$ cat src/rtl/dmem_ctrl.sv
// Data-memory responder for the RV32I pipeline: turns an EX-MA load/store into
// a request/grant/response bus transaction and returns aligned, extended load data.
module dmem_ctrl #(
  parameter int          ADDR_W  = 32,
  parameter int unsigned TIMEOUT = 255
) (
  input  logic              clk,
  input  logic              rst_ni,
  input  logic              req_i,
  input  logic              we_i,
  input  logic [ADDR_W-1:0] addr_i,
  input  logic [1:0]        size_i,
  input  logic              sign_i,
  input  logic [31:0]       wdata_i,
  output logic              stall_o,
  output logic              done_o,
  output logic [31:0]       rdata_o,
  output logic              err_o,
  output logic              mem_req_o,
  output logic              mem_we_o,
  output logic [ADDR_W-1:0] mem_addr_o,
  output logic [3:0]        mem_be_o,
  output logic [31:0]       mem_wdata_o,
  input  logic              mem_gnt_i,
  input  logic              mem_rvalid_i,
  input  logic [31:0]       mem_rdata_i
);

  localparam logic [1:0] ST_IDLE = 2'd0;
  localparam logic [1:0] ST_BUS  = 2'd1;
  localparam logic [1:0] ST_RSP  = 2'd2;
  localparam logic [1:0] ST_DONE = 2'd3;

  localparam logic [1:0] SZ_BYTE = 2'b00;
  localparam logic [1:0] SZ_HALF = 2'b01;
  localparam logic [1:0] SZ_WORD = 2'b10;

  localparam int CNT_W = (TIMEOUT > 1) ? $clog2(TIMEOUT + 1) : 1;
  // Count of the final allowed BUS/RSP cycle; unused when the timeout is disabled.
  localparam logic [CNT_W-1:0] CNT_LAST = CNT_W'((TIMEOUT == 0) ? 0 : TIMEOUT - 1);

  logic [1:0]        state_q;
  logic              lat_we_q;
  logic [1:0]        lat_off_q;
  logic [1:0]        lat_size_q;
  logic              lat_sign_q;
  logic              err_q;
  logic [31:0]       rdata_q;
  logic              mem_req_q;
  logic              mem_we_q;
  logic [ADDR_W-1:0] mem_addr_q;
  logic [3:0]        mem_be_q;
  logic [31:0]       mem_wdata_q;
  logic [CNT_W-1:0]  tmo_cnt_q;

  logic        req_illegal;
  logic [3:0]  be_nxt;
  logic [31:0] wdata_nxt;
  logic [31:0] rd_shift;
  logic [31:0] rd_ext;
  logic        timeout_hit;

  assign req_illegal = (size_i == 2'b11)
                     | ((size_i == SZ_HALF) & addr_i[0])
                     | ((size_i == SZ_WORD) & (addr_i[1:0] != 2'b00));

  // NOTE: every variable assigned here gets a default first so no latch is inferred.
  always_comb begin
    be_nxt    = 4'b1111;
    wdata_nxt = wdata_i;
    if (we_i) begin
      case (size_i)
        SZ_BYTE: begin
          be_nxt    = 4'b0001 << addr_i[1:0];
          wdata_nxt = {4{wdata_i[7:0]}};
        end
        SZ_HALF: begin
          be_nxt    = 4'b0011 << addr_i[1:0];
          wdata_nxt = {2{wdata_i[15:0]}};
        end
        default: begin
          be_nxt    = 4'b1111;
          wdata_nxt = wdata_i;
        end
      endcase
    end
  end

  // Lane select uses the offset latched at request time, not the live address.
  assign rd_shift = mem_rdata_i >> {lat_off_q, 3'b000};

  always_comb begin
    rd_ext = mem_rdata_i;
    case (lat_size_q)
      SZ_BYTE: rd_ext = {{24{lat_sign_q & rd_shift[7]}}, rd_shift[7:0]};
      SZ_HALF: rd_ext = {{16{lat_sign_q & rd_shift[15]}}, rd_shift[15:0]};
      default: rd_ext = mem_rdata_i;
    endcase
  end

  assign timeout_hit = (TIMEOUT != 0) && (tmo_cnt_q == CNT_LAST);

  // NOTE: state and all bus outputs are flops updated with non-blocking assignments;
  // reset clears them asynchronously so an in-flight access is simply dropped.
  always_ff @(posedge clk or negedge rst_ni) begin
    if (!rst_ni) begin
      state_q     <= ST_IDLE;
      lat_we_q    <= 1'b0;
      lat_off_q   <= 2'b00;
      lat_size_q  <= 2'b00;
      lat_sign_q  <= 1'b0;
      err_q       <= 1'b0;
      rdata_q     <= '0;
      mem_req_q   <= 1'b0;
      mem_we_q    <= 1'b0;
      mem_addr_q  <= '0;
      mem_be_q    <= '0;
      mem_wdata_q <= '0;
      tmo_cnt_q   <= '0;
    end else begin
      case (state_q)
        ST_IDLE: begin
          if (req_i) begin
            lat_we_q   <= we_i;
            lat_off_q  <= addr_i[1:0];
            lat_size_q <= size_i;
            lat_sign_q <= sign_i;
            rdata_q    <= '0;
            if (req_illegal) begin
              err_q   <= 1'b1;
              state_q <= ST_DONE;
            end else begin
              err_q       <= 1'b0;
              mem_req_q   <= 1'b1;
              mem_we_q    <= we_i;
              mem_addr_q  <= {addr_i[ADDR_W-1:2], 2'b00};
              mem_be_q    <= be_nxt;
              mem_wdata_q <= we_i ? wdata_nxt : 32'h0;
              tmo_cnt_q   <= '0;
              state_q     <= ST_BUS;
            end
          end
        end
        ST_BUS: begin
          tmo_cnt_q <= tmo_cnt_q + 1'b1;
          if (mem_gnt_i && mem_rvalid_i) begin
            mem_req_q <= 1'b0;
            mem_we_q  <= 1'b0;
            if (!lat_we_q) rdata_q <= rd_ext;
            state_q   <= ST_DONE;
          end else if (timeout_hit) begin
            mem_req_q <= 1'b0;
            mem_we_q  <= 1'b0;
            err_q     <= 1'b1;
            state_q   <= ST_DONE;
          end else if (mem_gnt_i) begin
            mem_req_q <= 1'b0;
            mem_we_q  <= 1'b0;
            state_q   <= ST_RSP;
          end
        end
        ST_RSP: begin
          tmo_cnt_q <= tmo_cnt_q + 1'b1;
          // A response in the last allowed cycle still wins over the timeout.
          if (mem_rvalid_i) begin
            if (!lat_we_q) rdata_q <= rd_ext;
            state_q <= ST_DONE;
          end else if (timeout_hit) begin
            err_q   <= 1'b1;
            state_q <= ST_DONE;
          end
        end
        default: begin
          state_q <= ST_IDLE;
        end
      endcase
    end
  end

  assign stall_o     = ((state_q == ST_IDLE) & req_i) | (state_q == ST_BUS) | (state_q == ST_RSP);
  assign done_o      = (state_q == ST_DONE);
  assign err_o       = err_q & done_o;
  assign rdata_o     = rdata_q;
  assign mem_req_o   = mem_req_q;
  assign mem_we_o    = mem_we_q;
  assign mem_addr_o  = mem_addr_q;
  assign mem_be_o    = mem_be_q;
  assign mem_wdata_o = mem_wdata_q;

endmodule
$ cat config.mk
export PLATFORM = sky130hd
export DESIGN_NAME = dmem_ctrl
export DESIGN_NICKNAME = d
export VERILOG_FILES = /design/src/rtl/dmem_ctrl.sv
export SDC_FILE = /design/constraint.sdc
export NUM_CORES = 1
export LEC_CHECK = 0
export CORE_AREA = 2 2 135 137
export CTS_CLUSTER_DIAMETER = 50
export DETAILED_ROUTE_END_ITERATION = 8
export DIE_AREA = 0 0 137 139
export PLACE_DENSITY = 0.71
export SYNTH_ARGS = -nofsm -noshare
export SYNTH_HDL_FRONTEND = slang
export SYNTH_SLANG_ARGS = --single-unit
$ cat constraint.sdc
create_clock -name clk -period 2.7 [get_ports clk]
set_input_delay 0.405 -clock clk [delete_from_list [all_inputs] [get_ports clk]]
set_output_delay 0.405 -clock clk [all_outputs]
set_load 0.02 [all_outputs]
==> metrics.cfg, run 1 <==
[grt]
grt_start_max_net_pins=72
grt_pass1_vias=5355
overflow=0
antenna_found_initial=0
track_usage=0.194
grt_pass1_wl_um=28900

[flow_run]
maxCapViolCount=0

[sta]
hold_viol=0
slew_headroom=0.491
fin_ws_ps=225
tightest_slew_ps=761
hold_ws_ps=19.6
clock-skew-final_ps=13.3
rsz0062_at_grt=no
max_freq_mhz=404
finalCriticalPeriod_ps=2480
period_share=0.917
finalSetupViolCount=0
slew_violations=0
setup_tns_ps=0

[yosys]
muxShareOfSynthArea=0.0799
async_flop_share=1.00
yosys.area_share.simple=0.207
synth_top_family_by_area=simple AND/OR/NAND/NOR gates
yosys.area_share.adder=0.0145
synth_area_per_cell_sq_um=9.20
yosys_warnings=0
synth_compound_area_frac=0.162
synth-edff-count=0
syn-instance-count=655
synth_xor_area_frac=0.00145
ys.flop_type=dfrtp_1
yosysSeqAreaShare=0.486
synthesis.area_sq_um=6030
synth.distinct_cells=53
ys_ff_latch=117

[cells_and_area]
fin_cells=1088
regArea_sq_um=2930
drive_gt1_frac=0.0943
diodes=0
design_area_sq_um=8930
multiInputGateArea_sq_um=2810
area_growth_pct=48.2
fillers=1654
nets=959
final_util=0.506

[clock_tree]
cts_tree=done
clk_pin_slew_ps=60
cts_buffers=17
hold_buffers=0
clock_sinks=117
clkLatencyLatePin_ps=410
cts_root_buf=clkbuf_16
clk_path_buf_depth=2
htreeDepth=4

[die]
rows=49
start_util=0.341
fp.dieH_um=139
dieWidth_um=137
pin_count=210
die_area_sq_um=19000
core_area_sq_um=17700

[placed_design]
post_dp_cell_area_sq_um=8300
post-place-ws_ps=290
hpwlAfterDp_um=12900
dp.cells=1057
gp_congestion=0.818
port_buffers=207

[detailed_routing]
ant_nets=0
firstDrtPassIters=5
wirelength_um=18300
drc=0
viasPerCell=5.14
post_drt_wl_per_cell_um=16.8
via_count=5593
drt_iter0_drc=370

[power_and_ir_drop]
sw_frac_of_total=0.401
clkPwrFrac=0.226
internal-power_mw=6.29
total_power_mw=10.5
ir_worst_vdd_v=0.000611
power_switching_mw=4.21
combPwrFrac=0.483
p_leak_nw=3.87
power_density_nw_per_um2=1170
pwr-share-seq=0.291

[critical_path]
rr_worst_depth=6
worst-path-max-fanout=9
startpoint=state_q[1]
reg2reg_to=rdata_o[26]
arrival_ps=2070
r2r_slack_ps=520
cp-start-kind=register
rr_startpoint=state_q[1]
worstPathRequired_ps=2300
crit_type=reg -> out
crit_path_end_kind=output pin

[worst_hold_path]
worstHoldPathType=in -> async

[run_status]
status=finished, final reports clean

metal layers:
metal | GRT usage | vias to the layer above | share of wire
met5 | 0 | - | 0
li1 | - | 2697 | -
met3 | 0.0442 | 26 | 0.061
met1 | 0.269 | 2662 | 0.46
met2 | 0.294 | 208 | 0.46
met4 | 0.0716 | 0 | 0.020
how the worst max path moves through the flow:
stage               slack (ps)     endpoint  cells past startpoint
detailed placement         290     mem_we_o                      6
CTS                        100      stall_o                      5
global placement           320     mem_we_o                      6
finish                     220      stall_o                      5
floorplan                  710  rdata_o[21]                      9
global route                80      stall_o                      5
cell usage after synthesis (5+ instances only):
master / count / area (sq um)
a21oi_1: 12 / 60.1
a22o_1: 7 / 61.3
buf_2: 22 / 110
clkbuf_1: 21 / 78.8
dfrtp_1: 117 / 2930
ha_1: 7 / 87.6
inv_1: 8 / 30.0
mux2_2: 23 / 259
mux2i_1: 20 / 200
nand2_1: 172 / 646
nand2b_1: 6 / 37.5
nand3_1: 28 / 140
nand3b_1: 7 / 52.6
nand4_1: 21 / 131
nor2_1: 17 / 63.8
o211ai_1: 33 / 248
o21ai_0: 30 / 150
o21ai_1: 21 / 105
o22ai_1: 6 / 37.5
o2bb2ai_1: 10 / 87.6
o31ai_1: 5 / 37.5
or3_1: 7 / 43.8
cells in the final DEF (no fill, tap or decap), types with 7 or more instances in the layout:
master,instances
o21ai_1,21
nand4_1,21
inv_1,8
o2bb2ai_1,10
a22o_1,7
nand2_1,172
clkbuf_16,17
mux2i_1,20
nand3b_1,7
dfrtp_1,117
mux2_2,23
clkdlybuf4s50_1,206
a21oi_1,12
o21ai_0,30
nor2_1,17
o211ai_1,33
buf_4,15
nand3_1,28
flip-flops by register name (all words and copies together) (netlist names):
signal and count:
state_q 2, lat_we_q 1, err_q 1, tmo_cnt_q 8
mem_addr_o 30, mem_be_o 4, mem_wdata_o 32, lat_off_q 2
rdata_o 32, lat_sign_q 1, lat_size_q 2, mem_we_o 1
mem_req_o 1
layout make-up:
class,count,area share
Timing Repair Buffer,224,0.250
Sequential cell,117,0.328
Clock buffer,23,0.0569
Multi-Input combinational cell,476,0.315
Tap cell,229,0.0321
Inverter,11,0.00462
Clock inverter,8,0.0134
cells by family (layout without fill, tap and decap cells):
kind of cell               Yosys count  after routing
other                                1              2
DFF                                117            117
adders and majority gates            7              7
AOI/OAI and AO/OA                  146            146
and+or+nand+nor                    276            276
buffers and inverters               63            266
muxes                               44             44
xor gates and xnor gates             1              1
power by group through the flow:
stage | combinational (mW) | clock, mW | sequential [mW]
floorplan | 2.39 | 0 | 3.61
detailed placement | 5.04 | 0 | 3.06
global route | 5.51 | 2.51 | 3.15
finish | 5.07 | 2.37 | 3.05
CTS | 5.07 | 2.43 | 3.05
global placement | 4.98 | 0 | 3.05
worst max-delay path, stage by stage (launching register included):
cell             delay (ps)
dfrtp_1                 420
inv_1                   100
ha_1                    360
nor2_1                   70
nand2_1                  80
clkdlybuf4s50_1         620
timing repair:
action | 4_1_cts | 5_1_grt
buffers inserted | 0 | 0
endpoints found under the setup margin | 0 | 1
resized for setup | 0 | 1
(Power assumes the default switching activity.)
==> inputs of run 2 (changes only) <==
HOLD_SLACK_MARGIN = 0.12   (was default)
SLEW_MARGIN = 20   (was default)
==> metrics.cfg, run 2 (synthesis gave the netlist of run 1 again) <==
[die]
start_util=0.341
rows=49
core_area_sq_um=17700
dieWidth_um=137
pin_count=210
die_area_sq_um=19000
fp.dieH_um=139

[sta]
rsz0062_at_grt=no
max_freq_mhz=404
slew_violations=0
tightest_slew_ps=761
finalSetupViolCount=0
finalCriticalPeriod_ps=2470
slew_headroom=0.491
setup_tns_ps=0
period_share=0.916
clock-skew-final_ps=13.3
fin_ws_ps=226
hold_viol=0

[power_and_ir_drop]
power_density_nw_per_um2=1170
combPwrFrac=0.483
total_power_mw=10.5
p_leak_nw=3.87
power_switching_mw=4.19
sw_frac_of_total=0.400
pwr-share-seq=0.291
internal-power_mw=6.29
ir_worst_vdd_v=0.000611
clkPwrFrac=0.226

[grt]
grt_start_max_net_pins=72
antenna_found_initial=0
track_usage=0.194
grt_pass1_vias=5357
overflow=0
grt_pass1_wl_um=28900

[placed_design]
port_buffers=207
post-place-ws_ps=290
hpwlAfterDp_um=12900
post_dp_cell_area_sq_um=8300
gp_congestion=0.818

[detailed_routing]
drt_iter0_drc=381
via_count=5550
ant_nets=0
drc=0
firstDrtPassIters=4
wirelength_um=18200
viasPerCell=5.10
post_drt_wl_per_cell_um=16.7

[cells_and_area]
nets=960
area_growth_pct=48.3
drive_gt1_frac=0.0942
most-common-layout-cells=206 x clkdlybuf4s50_1, 172 x nand2_1, 117 x dfrtp_1
final_common_cell=clkdlybuf4s50_1
diodes=0
design_area_sq_um=8940
fillers=1654

[run_status]
status=finished, final reports clean

[flow_run]
maxCapViolCount=0

[clock_tree]
cts_setup_buffers=0
clk_path_buf_depth=2
cts_root_buf=clkbuf_16
clock_sinks=117
htreeDepth=4
clkLatencyLatePin_ps=410
cts_buffers=17
clk_pin_slew_ps=60
cts_tree=done

[worst_hold_path]
worstHoldPathType=reg -> reg
min_from=mem_addr_o[19]

[critical_path]
crit_path_end_kind=output pin
crit_type=reg -> out
worst-path-max-fanout=9
rr_startpoint=state_q[1]
arrival_ps=2070
worstPathRequired_ps=2300
startpoint=state_q[1]
cp-start-kind=register

==> run 2: cell types whose count changed in the layout (fill, tap and decap cells not counted), sizes merged <==
cell | before | now
dlygate4sd3 | 0 | 1
==> run 2: final timing paths <==
check	end	cells after the start	slack, ps
min in group asynchronous	tmo_cnt_q[7]	2	560
worst min-delay path	mem_addr_o[19]	2	470
worst max-delay path	stall_o	5	230
worst max register to register	rdata_o[18]	6	520
max in group asynchronous	mem_wdata_o[2]	3	1310
worst min register to register	mem_addr_o[19]	2	470
==> run 2: per-layer routing <==
metal  GRT usage  up-vias  routed length [um]
met5           0        -                   0
met4      0.0716        0                 355
met3      0.0442       24                1100
met2       0.294      194                8540
met1       0.269     2634                8230
li1            -     2698                   -
==> run 2: cell type report <==
class	instances	area, sq um	share of cell area
Tap cell	229	287	0.0320
Inverter	11	41.3	0.00462
Multi-Input combinational cell	476	2810	0.315
Clock buffer	23	508	0.0568
Timing Repair Buffer	225	2240	0.251
Clock inverter	8	120	0.0134
Sequential cell	117	2930	0.327
==> run 2: through the flow <==
step / utilization / instances / hold slack (ps)
after CTS: 0.506 / 1089 / 473
after detailed placement: 0.470 / 1057 / 455
after global placement: 0.470 / 1057 / 450
after floorplan: - / 656 / 109
final: 0.506 / 1089 / 471
after global routing: 0.506 / 1089 / 487
==> run 2: worst max-delay path, stage by stage (launching register included) <==
cell,delay (ps)
dfrtp_1,420
inv_1,100
ha_1,360
nor2_1,70
nand2_1,80
clkdlybuf4s50_1,620
==> run 2: power by group through the flow <==
stage	clock network (mW)	registers, mW	logic [mW]
CTS	2.43	3.05	5.07
floorplan	0	3.61	2.39
finish	2.37	3.05	5.06
global placement	0	3.05	4.98
global route	2.51	3.15	5.51
detailed placement	0	3.06	5.04
==> run 2: timing repair <==
item	in CTS	in global routing
endpoints found under the hold margin	44	0
resized for setup	0	1
endpoints found under the setup margin	0	1
hold buffers	1	0
==> inputs of run 3 (changes only) <==
SKIP_LAST_GASP = 1   (was default)
==> results of run 3 <==
Final layout, timing and power as in run 2 (identical DEF).
